[config.mk]
export PLATFORM = sky130hd
export DESIGN_NAME = video_mem_arbiter
export DESIGN_NICKNAME = d
export VERILOG_FILES = /design/src/rtl/video_mem_arbiter.sv
export SDC_FILE = /design/constraint.sdc
export NUM_CORES = 1
export LEC_CHECK = 0
export CORE_ASPECT_RATIO = 1.1
export CORE_MARGIN = 4
export CORE_UTILIZATION = 41
export DETAILED_ROUTE_END_ITERATION = 6
export GPL_ROUTABILITY_DRIVEN = 0
export PLACE_DENSITY = 0.83
export SYNTH_ARGS = -nofsm -noshare
export SYNTH_HDL_FRONTEND = slang
export SYNTH_SLANG_ARGS = --single-unit
[constraint.sdc]
create_clock -name clk_i -period 2.2 [get_ports clk_i]
set_clock_uncertainty 0.05 [all_clocks]
set_input_delay 0.55 -clock clk_i [delete_from_list [all_inputs] [get_ports clk_i]]
set_output_delay 0.55 -clock clk_i [all_outputs]
set_load 0.05 [all_outputs]
[src/rtl/video_mem_arbiter.sv]
// Video memory arbiter: grants the shared video read port to either the
// shifter or the viking in the video bus slot. One read is outstanding at a
// time; read data is captured a fixed latency after the slot start.
module video_mem_arbiter #(
    parameter logic [1:0]  VIDEO_SLOT   = 2'd1,
    parameter int unsigned READ_LATENCY = 3
) (
    input  logic        clk_i,
    input  logic        reset_i,
    input  logic [1:0]  bus_cycle_i,
    input  logic        viking_enable_i,
    input  logic        sh_req_i,
    input  logic [22:0] sh_addr_i,
    output logic        sh_ack_o,
    output logic [63:0] sh_data_o,
    output logic        sh_valid_o,
    input  logic        vk_req_i,
    input  logic [22:0] vk_addr_i,
    output logic        vk_ack_o,
    output logic [63:0] vk_data_o,
    output logic        vk_valid_o,
    output logic [22:0] mem_addr_o,
    output logic        mem_read_o,
    input  logic [63:0] mem_data_i,
    output logic        owner_o,
    output logic        busy_o
);

    localparam logic [2:0] RL = 3'(READ_LATENCY);

    typedef enum logic [1:0] {IDLE, ISSUE, WAIT, DELIVER} state_e;

    state_e      state_q, state_d;
    logic [1:0]  prev_bc_q;
    logic        owner_q, owner_d;
    logic [2:0]  cnt_q, cnt_d;
    logic        mem_read_q, mem_read_d;
    logic [22:0] mem_addr_q, mem_addr_d;
    logic        sh_ack_q, sh_ack_d, vk_ack_q, vk_ack_d;
    logic        sh_valid_q, sh_valid_d, vk_valid_q, vk_valid_d;
    logic [63:0] sh_data_q, sh_data_d, vk_data_q, vk_data_d;

    logic        slot_start;
    logic        own_req;
    logic [22:0] own_addr;
    logic [2:0]  cnt_inc;

    // Slot start is the first clk of a run of VIDEO_SLOT phases.
    assign slot_start = (bus_cycle_i == VIDEO_SLOT) && (prev_bc_q != VIDEO_SLOT);
    assign own_req    = owner_q ? vk_req_i  : sh_req_i;
    assign own_addr   = owner_q ? vk_addr_i : sh_addr_i;
    assign cnt_inc    = cnt_q + 3'd1;

    // Next-state and registered-output logic of the arbitration FSM.
    always_comb begin
        state_d    = state_q;
        owner_d    = owner_q;
        cnt_d      = cnt_q;
        mem_read_d = 1'b0;
        mem_addr_d = mem_addr_q;
        sh_ack_d   = 1'b0;
        vk_ack_d   = 1'b0;
        sh_valid_d = 1'b0;
        vk_valid_d = 1'b0;
        sh_data_d  = sh_data_q;
        vk_data_d  = vk_data_q;
        unique case (state_q)
            IDLE: begin
                if (slot_start && own_req) begin
                    // Owner is frozen for the whole transaction.
                    state_d    = ISSUE;
                    cnt_d      = 3'd0;
                    mem_read_d = 1'b1;
                    mem_addr_d = own_addr;
                    if (owner_q) vk_ack_d = 1'b1;
                    else         sh_ack_d = 1'b1;
                end else begin
                    owner_d = viking_enable_i;
                end
            end
            ISSUE, WAIT: begin
                cnt_d = cnt_inc;
                if (cnt_inc == RL) begin
                    // Latency reached: capture wins over a still-open slot.
                    state_d = DELIVER;
                    if (owner_q) begin
                        vk_data_d  = mem_data_i;
                        vk_valid_d = 1'b1;
                    end else begin
                        sh_data_d  = mem_data_i;
                        sh_valid_d = 1'b1;
                    end
                end else if (state_q == ISSUE && bus_cycle_i == VIDEO_SLOT) begin
                    mem_read_d = 1'b1;
                end else begin
                    state_d = WAIT;
                end
            end
            DELIVER: begin
                // Never issue here, even on a coinciding slot start.
                state_d = IDLE;
            end
            default: state_d = IDLE;
        endcase
    end

    // State and output registers with synchronous reset.
    always_ff @(posedge clk_i) begin
        if (reset_i) begin
            state_q    <= IDLE;
            prev_bc_q  <= ~VIDEO_SLOT;
            owner_q    <= 1'b0;
            cnt_q      <= 3'd0;
            mem_read_q <= 1'b0;
            mem_addr_q <= '0;
            sh_ack_q   <= 1'b0;
            vk_ack_q   <= 1'b0;
            sh_valid_q <= 1'b0;
            vk_valid_q <= 1'b0;
            sh_data_q  <= '0;
            vk_data_q  <= '0;
        end else begin
            state_q    <= state_d;
            prev_bc_q  <= bus_cycle_i;
            owner_q    <= owner_d;
            cnt_q      <= cnt_d;
            mem_read_q <= mem_read_d;
            mem_addr_q <= mem_addr_d;
            sh_ack_q   <= sh_ack_d;
            vk_ack_q   <= vk_ack_d;
            sh_valid_q <= sh_valid_d;
            vk_valid_q <= vk_valid_d;
            sh_data_q  <= sh_data_d;
            vk_data_q  <= vk_data_d;
        end
    end

    assign sh_ack_o   = sh_ack_q;
    assign vk_ack_o   = vk_ack_q;
    assign sh_valid_o = sh_valid_q;
    assign vk_valid_o = vk_valid_q;
    assign sh_data_o  = sh_data_q;
    assign vk_data_o  = vk_data_q;
    assign mem_read_o = mem_read_q;
    assign mem_addr_o = mem_addr_q;
    assign owner_o    = owner_q;
    assign busy_o     = (state_q != IDLE);

endmodule

---- After elaboration in Yosys (flattened, before gate mapping) ----
Cells that the tools add are included.
word-level totals
  input port bits ......................... 117
  register bits after elaboration ......... 164
  word-level logic and storage cells ...... 55
  output and inout port bits .............. 158
cells by class
  $add $sub $neg .......................... 1
  multiplexer cells ....................... 14
  reduce and logical (&&, ||, !) cells .... 15
  bitwise gates (word level) .............. 5
  eq/ne operators ......................... 8
operators by type and width
  operator                                                               number
  23-bit two-way mux                                                     1
  2-bit AND reduction                                                    4
  1-bit two-way mux                                                      6
  2-bit two-way mux                                                      3
  2-bit case mux with 3 select lines                                     1
  3-bit case mux with 2 select lines                                     1
  3-bit AND reduction                                                    2
  3-bit OR reduction                                                     2
  1-bit inverter                                                         5
  2-bit by 1-bit equality test with 1-bit output, second input constant  2
  2-bit equality test, second input constant                             2
  2-bit nonzero test                                                     2
  3-bit by 1-bit adder with 3-bit output, second input constant          1
  3-bit by 2-bit equality test with 1-bit output, second input constant  1
  1-bit logical AND                                                      3
  3-bit two-way mux                                                      1
  3-bit != test, second input constant                                   1
  2-bit zero test                                                        1
  2-bit by 1-bit != test with 1-bit output, second input constant        1
  2-bit != test, second input constant                                   1
  1-bit case mux with 2 select lines                                     1
  2-bit OR reduction                                                     1

---- Logic depth before layout (Yosys ltp) ----
Gate-level depths: netlist of run 1.
  word-level depth ........................ 5
  depth in mapped cells ................... 8
  gate-level depth less buffers ........... 6

---- Worst setup path after synthesis of run 1 ----
No wires, ideal clock.
  path type ............................... reg2reg
  start point ............................. register owner_q (netlist: owner_o)
  end point ............................... register cnt_q[2]
  data required time ...................... 2080 ps
  cell stages (with the launch flop) ...... 6
  setup slack ............................. 246 ps
  library setup time ...................... 70 ps
  arrival time ............................ 1834 ps
  cells stage by stage .................... dfxtp_1 > mux2i_1 > o31a_1 > clkbuf_1 > or4_1 > a21oi_1
on the way
  word-level cells in the longest chain between the ends .. 4
ends and longest elaborated chain
  item                           RTL line  text
  start: declaration             35        logic owner_q, owner_d;
  start signal: assignment       125       owner_q <= owner_d;
  1-bit two-way mux              50        assign own_req = owner_q ? vk_req_i : sh_req_i;
  1-bit logical AND              69        if (slot_start && own_req) begin
  2-bit != test (no line)        -
  2-bit AND reduction (no line)  -
  end signal: assignment         126       cnt_q <= cnt_d;
  end: declaration               36        logic [2:0] cnt_q, cnt_d;
Every way passes these cells.
A chain may end at the register's enable or synchronous reset.

---- Worst setup path in the final report of run 1 ----
  start point ............................. register vk_data_q[46] (netlist: vk_data_o[46])
  end point ............................... output vk_data_o[46]
RTL lines
  item                      RTL line  text
  start: declaration        41        logic [63:0] sh_data_q, sh_data_d, vk_data_q, vk_data_d;
  start signal: assignment  134       vk_data_q <= vk_data_d;
  end: declaration          20        output logic [63:0] vk_data_o,
No word-level cell between the ends.

==> results of run 1 <==
-- Yosys cell counts --
master	number
xnor2_1	1
dfxtp_1	164
o31a_1	1
nor3_1	1
and4b_1	1
o221a_2	1
mux2i_1	25
nor4_1	1
and4_1	1
a211oi_1	24
o31ai_1	2
o21ai_0	2
nor2b_1	2
clkbuf_1	33
ha_1	6
nor2_1	31
a31oi_1	1
inv_1	6
or2_2	1
buf_1	12
buf_2	11
or4_1	4
nand2b_1	1
a21oi_1	131
nand4b_1	1
and3_1	1
nand4_1	1
nand2_1	259
-- kinds of logic (layout without fill, tap and decap cells) --
family / Yosys count / in the layout / share of synthesized area
flops: 164 / 164 / 0.552
compound gates: 162 / 162 / 0.149
xor+xnor: 1 / 1 / 0.00147
simple gates: 305 / 305 / 0.201
other cells: 0 / 1 / 0
fa+ha+maj: 6 / 6 / 0.0126
buf+inv: 62 / 328 / 0.0415
mux: 25 / 25 / 0.0421
-- per-stage QoR --
step | total power, mW | TNS [ns] | worst slack [ns] | hold WS (ns) | cell area, µm²
floorplan | 4.00 | 0 | 0.246 | 0.414 | 5950
global placement | 4.59 | -1.90 | -0.112 | 0.391 | 8880
detailed placement | 4.61 | -4.01 | -0.253 | 0.396 | 8880
CTS | 8.05 | 0 | 0.000303 | 0.404 | 9560
global route | 8.27 | -0.0223 | -0.0133 | 0.416 | 9740
finish | 7.99 | 0 | 0.0279 | 0.400 | 9740
-- what timing repair did --
item | CTS | global route
endpoints found under the setup margin | 19 | 73
cloned | 0 | 0
pin swaps | 0 | 0
resized for setup | 19 | 73
-- final cells by class --
class	instances	area, µm²	share of cell area
antenna	1	2.50	0.000257
tap	188	235	0.0241
clock inverter	12	251	0.0258
sequential	164	3280	0.337
timing repair buffer	290	3070	0.316
clock buffer	20	447	0.0459
multi-input combinational	499	2420	0.249
inverter	6	22.5	0.00231
-- per-layer routing --
| layer | up-vias | GRT usage | part of all wire |
|---|---|---|---|
| li1 | 2887 | - | - |
| met1 | 2709 | 0.228 | 0.38 |
| met5 | - | 0 | 0 |
| met4 | 0 | 0.0952 | 0.036 |
| met2 | 262 | 0.370 | 0.49 |
| met3 | 48 | 0.0730 | 0.092 |
-- worst min-delay path, stage by stage, from the launching register on --
cell and delay (ns):
dfxtp_1 0.30, nand2_1 0.05, a21oi_1 0.05
-- placed cells by master (no fill, tap or decap), types with 7 or more instances in the layout --
| cell type | synthesis | routed |
|---|---|---|
| a211oi_1 | 24 | 24 |
| buf_4 | 0 | 19 |
| clkdlybuf4s50_1 | 0 | 173 |
| mux2i_1 | 25 | 25 |
| clkbuf_16 | 0 | 17 |
| a21oi_1 | 131 | 131 |
| nor2_1 | 31 | 31 |
| nand2_1 | 259 | 259 |
| dfxtp_1 | 164 | 164 |
| dlymetal6s2s_1 | 0 | 73 |
| dlygate4sd2_1 | 0 | 19 |
| bufinv_16 | 0 | 7 |
-- worst paths after layout --
path / from / end / slack, ns / cells past startpoint
setup / recovery: vk_data_o[46]$_SDFFE_PP0P_ / vk_data_o[46] / 0.03 / 1
hold / removal: sh_data_o[14]$_SDFFE_PP0P_ / sh_data_o[14]$_SDFFE_PP0P_ / 0.40 / 2
setup reg to reg: cnt_q[0]$_SDFFE_PP0P_ / vk_data_o[48]$_SDFFE_PP0P_ / 0.22 / 6
hold reg to reg: sh_data_o[14]$_SDFFE_PP0P_ / sh_data_o[14]$_SDFFE_PP0P_ / 0.40 / 2
-- power by group --
group	internal [mW]	leakage, nW	switching (mW)
logic	0.611	3.05	0.791
registers	3.07	1.32	0.0604
clock network	2.28	0.331	1.17
total	5.96	4.70	2.03
-- state kept, by name (all words and copies together), names as in the netlist --
| signal | cells |
|---|---|
| cnt_q | 3 |
| mem_addr_o | 23 |
| mem_read_o | 1 |
| owner_o | 1 |
| prev_bc_q | 2 |
| sh_ack_o | 1 |
| sh_data_o | 64 |
| sh_valid_o | 1 |
| state_q | 2 |
| vk_ack_o | 1 |
| vk_data_o | 64 |
| vk_valid_o | 1 |
==> results.sh, run 1 <==
export IMPL_yosysTopAreaCellShare=0.552
export IMPL_path_class="reg -> out"
export IMPL_start_util=0.424
export IMPL_dp_hpwl_um=12400
export IMPL_fill_cells=1069
export IMPL_path_clk_slew_ns=0.06
export IMPL_drive_above_1_share=0.0605
export IMPL_grt_pass1_wl_um=27400
export IMPL_coreArea_um2=14000
export IMPL_critPathCaptureType="output port"
export IMPL_antenna_found_initial=1
export IMPL_routed_wl_um=18700
export IMPL_crit_fanout=2
export IMPL_die_area_um2=16500
export IMPL_area_delta_synth_final_pct=63.8
export IMPL_cts_setup_buffers=0
export IMPL_critPathRequiredTime_ns=1.60
export IMPL_cts_buffer_depth=2
export IMPL_grt_start_max_net_pins=70
export IMPL_setup_viol=0
export IMPL_fmax_mhz=460
export IMPL_ant_nets=0
export IMPL_p_leak_nw=4.70
export IMPL_crit_arrival_ns=1.57
export IMPL_ys_seq_area_frac=0.552
export IMPL_post_synth_top_area_cell="dfxtp_1"
export IMPL_synth_nets=848
export IMPL_die_y_um=134
export IMPL_syn_inst=725
export IMPL_drt_initial_drc_count=405
export IMPL_hold_violations=0
export IMPL_drc=0
export IMPL_slew_violations=0
export IMPL_finalCriticalPeriod_ns=2.17
export IMPL_cts_max_level=4
export IMPL_clk_latency_ns=0.41
export IMPL_power_density_nw_per_um2=820
export IMPL_max_stage_delay_ns=0.81
export IMPL_firstDrtPassIters=7
export IMPL_wl_per_cell_um=15.8
export IMPL_critPathTopFamily="buffers and inverters"
export IMPL_synth_distinct_cells=28
export IMPL_pin_count=275
export IMPL_die_w_um=123
export IMPL_instances_no_fill=1180
export IMPL_synthTopCellsByArea="dfxtp_1 (55%), nand2_1 (16%), a21oi_1 (11%)"
export IMPL_hold_path_class="reg -> reg"
export IMPL_finalCritPeriodShare=0.987
export IMPL_path_cells="clkdlybuf4s50_1"
export IMPL_yosysWarnings=0
export IMPL_slew_headroom=0.620
export IMPL_crit_path_start_kind="register"
export IMPL_hold_buffers=0
export IMPL_dp_cells=1147
export IMPL_nNetsFinal=1101
export IMPL_vdd_drop_max_mv=0.549
export IMPL_synth_area_um2=5950
export IMPL_synth_ff_latch_count=164
export IMPL_cts_inserted_buffers=17
export IMPL_worstMarginPinSlew_ns=0.569
export IMPL_cts_tree="built"
export IMPL_grt_overflow=0
export IMPL_grt_usage=0.212
export IMPL_cap_violations=0
export IMPL_portBuffers=274
export IMPL_cp_slowest_cell="clkdlybuf4s50_1"
export IMPL_cts_root_buf="clkbuf_16"
export IMPL_utilization=0.695
export IMPL_cts_sinks=164
export IMPL_vias=5906
export IMPL_grt_pass1_vias=5518
export IMPL_post_synth_cell_area_avg_um2=8.20
export IMPL_drt_vias_per_instance=5.01
export IMPL_critPathBufInv=1
export IMPL_outcome="completed"
export IMPL_fp_row_count=45
No activity file was read; power rests on OpenSTA's default activity.
==> run 2, diff against run 1 <==
--- a/config.mk
+++ b/config.mk
@@ -11,6 +11,7 @@
 export DETAILED_ROUTE_END_ITERATION = 6
 export GPL_ROUTABILITY_DRIVEN = 0
 export PLACE_DENSITY = 0.83
+export SETUP_SLACK_MARGIN = 0.1
 export SYNTH_ARGS = -nofsm -noshare
 export SYNTH_HDL_FRONTEND = slang
 export SYNTH_SLANG_ARGS = --single-unit
==> run 2 against run 1 <==
  * Core utilization is 2.3 points lower
  * Clock power hardly changed
  * Die area unchanged
  * Wire length is 1.8% lower
  * Critical path depth up 3
  * First-iteration DRC count down 4.2%
  * Design area is 3.3% lower
  * Sequential cell count stayed put
==> results.sh, run 2 (same netlist as run 1, synthesis figures left out) <==
export IMPL_grt_overflow=0
export IMPL_cts_inserted_buffers=17
export IMPL_cts_tree="built"
export IMPL_p_switching_mw=2.02
export IMPL_hold_buffers=0
export IMPL_cap_violations=0
export IMPL_outcome="completed"
export IMPL_ant_nets=0
export IMPL_cts_root_buf="clkbuf_16"
export IMPL_portBuffers=274
export IMPL_cts_sinks=164
export IMPL_final_common_cell="nand2_1"
export IMPL_dpl_cell_area_um2=8880
export IMPL_setup_viol=0
export IMPL_share_clk_of_total_power=0.434
export IMPL_pin_count=275
export IMPL_fmax_mhz=493
export IMPL_vdd_drop_max_mv=0.542
export IMPL_nNetsFinal=1102
export IMPL_crit_fanout=4
export IMPL_crit_arrival_ns=1.43
export IMPL_slew_headroom=0.632
export IMPL_critPathCaptureType="output port"
export IMPL_comb_power_share=0.173
export IMPL_worstMarginPinSlew_ns=0.554
export IMPL_dp_hpwl_um=12400
export IMPL_worst_r2r_cell_count=6
export IMPL_coreArea_um2=14000
export IMPL_fin_area_um2=9420
export IMPL_netSwitchingFraction=0.254
export IMPL_drive_above_1_share=0.0625
export IMPL_grt_start_max_net_pins=70
export IMPL_grt_setup_unrepaired="true"
export IMPL_slew_violations=0
export IMPL_cts_max_level=4
export IMPL_grt_pass1_vias=5522
export IMPL_area_delta_synth_final_pct=58.4
export IMPL_cts_buffer_depth=2
export IMPL_die_w_um=123
export IMPL_hold_ws_ns=0.400
export IMPL_cellInternalPower_mw=5.93
export IMPL_drt_initial_drc_count=388
export IMPL_path_class="reg -> out"
export IMPL_startpoint="state_q[0]$_SDFFE_PP0P_"
export IMPL_clk_latency_ns=0.41
export IMPL_whs_path_depth=2
export IMPL_grt_usage=0.212
export IMPL_total_power_mw=7.95
export IMPL_die_area_um2=16500
export IMPL_critPathRequiredTime_ns=1.60
export IMPL_fp_row_count=45
export IMPL_drt_vias_per_instance=4.98
export IMPL_min_from="sh_data_o[30]$_SDFFE_PP0P_"
export IMPL_routed_wl_um=18300
export IMPL_drc=0
export IMPL_wl_per_cell_um=15.5
export IMPL_grt_pass1_wl_um=27400
export IMPL_power_density_nw_per_um2=844
export IMPL_finalCritPeriodShare=0.922
export IMPL_hold_violations=0
export IMPL_seqPwrFrac=0.394
export IMPL_dp_slack_ns=-0.253
export IMPL_p_leak_nw=3.99
export IMPL_final_cell_mix="nand2_1 (259), dfxtp_1 (164), dlygate4sd2_1 (150)"
export IMPL_crit_path_start_kind="register"
export IMPL_antenna_found_initial=1
export IMPL_start_util=0.424
export IMPL_cts_setup_buffers=0
export IMPL_vias=5879
export IMPL_path_clk_slew_ns=0.06
export IMPL_r2r_start="state_q[0]$_SDFFE_PP0P_"
export IMPL_tns_ns=0
export IMPL_die_y_um=134
export IMPL_firstDrtPassIters=7
export IMPL_finalCriticalPeriod_ns=2.03
export IMPL_hold_path_class="reg -> reg"
export IMPL_setup_slack_ns=0.172
## run 2: repair_timing
item	in CTS	in global routing
setup endpoints to repair	150	12
gates cloned	0	1
gates resized for setup	150	3
## run 2: stage by stage
step | std cells | utilization
after floorplan | 725 | -
after global placement | 1147 | 0.633
after detailed placement | 1147 | 0.633
after CTS | 1179 | 0.670
after global routing | 1181 | 0.672
final | 1181 | 0.672
## run 2: layout make-up
type	instances	area [µm²]
fill	1187	4600
multi-input combinational	499	2440
timing repair buffer	291	2740
inverter	6	22.5
antenna	1	2.50
tap	188	235
clock inverter	12	251
clock buffer	20	447
sequential	164	3280
## run 2: routing by layer
| layer | vias up | GRT usage | wire (µm) |
|---|---|---|---|
| met5 | - | 0 | 0 |
| met4 | 0 | 0.0952 | 595 |
| met3 | 44 | 0.0725 | 1720 |
| met2 | 252 | 0.370 | 9130 |
| met1 | 2696 | 0.229 | 6890 |
| li1 | 2887 | - | - |
## run 2: worst max-delay path: stages (launching register included)
cell	delay, ns
dfxtp_1	0.38
inv_1	0.08
ha_1	0.23
inv_1	0.16
buf_12	0.16
## run 2: worst paths after layout
check	to	slack, ns
setup / recovery	busy_o	0.17
hold / removal	sh_data_o[30]$_SDFFE_PP0P_	0.40
setup reg to reg	sh_data_o[33]$_SDFFE_PP0P_	0.29
hold reg to reg	sh_data_o[30]$_SDFFE_PP0P_	0.40
## run 2: power groups by stage
stage          Clock (mW)  Sequential [mW]  Combinational (mW)
6_report             3.45             3.13                1.37
3_5_place_dp            0             3.20                1.41
4_1_cts              3.51             3.13                1.37
5_1_grt              3.61             3.14                1.49
3_3_place_gp            0             3.20                1.39
2_1_floorplan           0             3.45               0.543
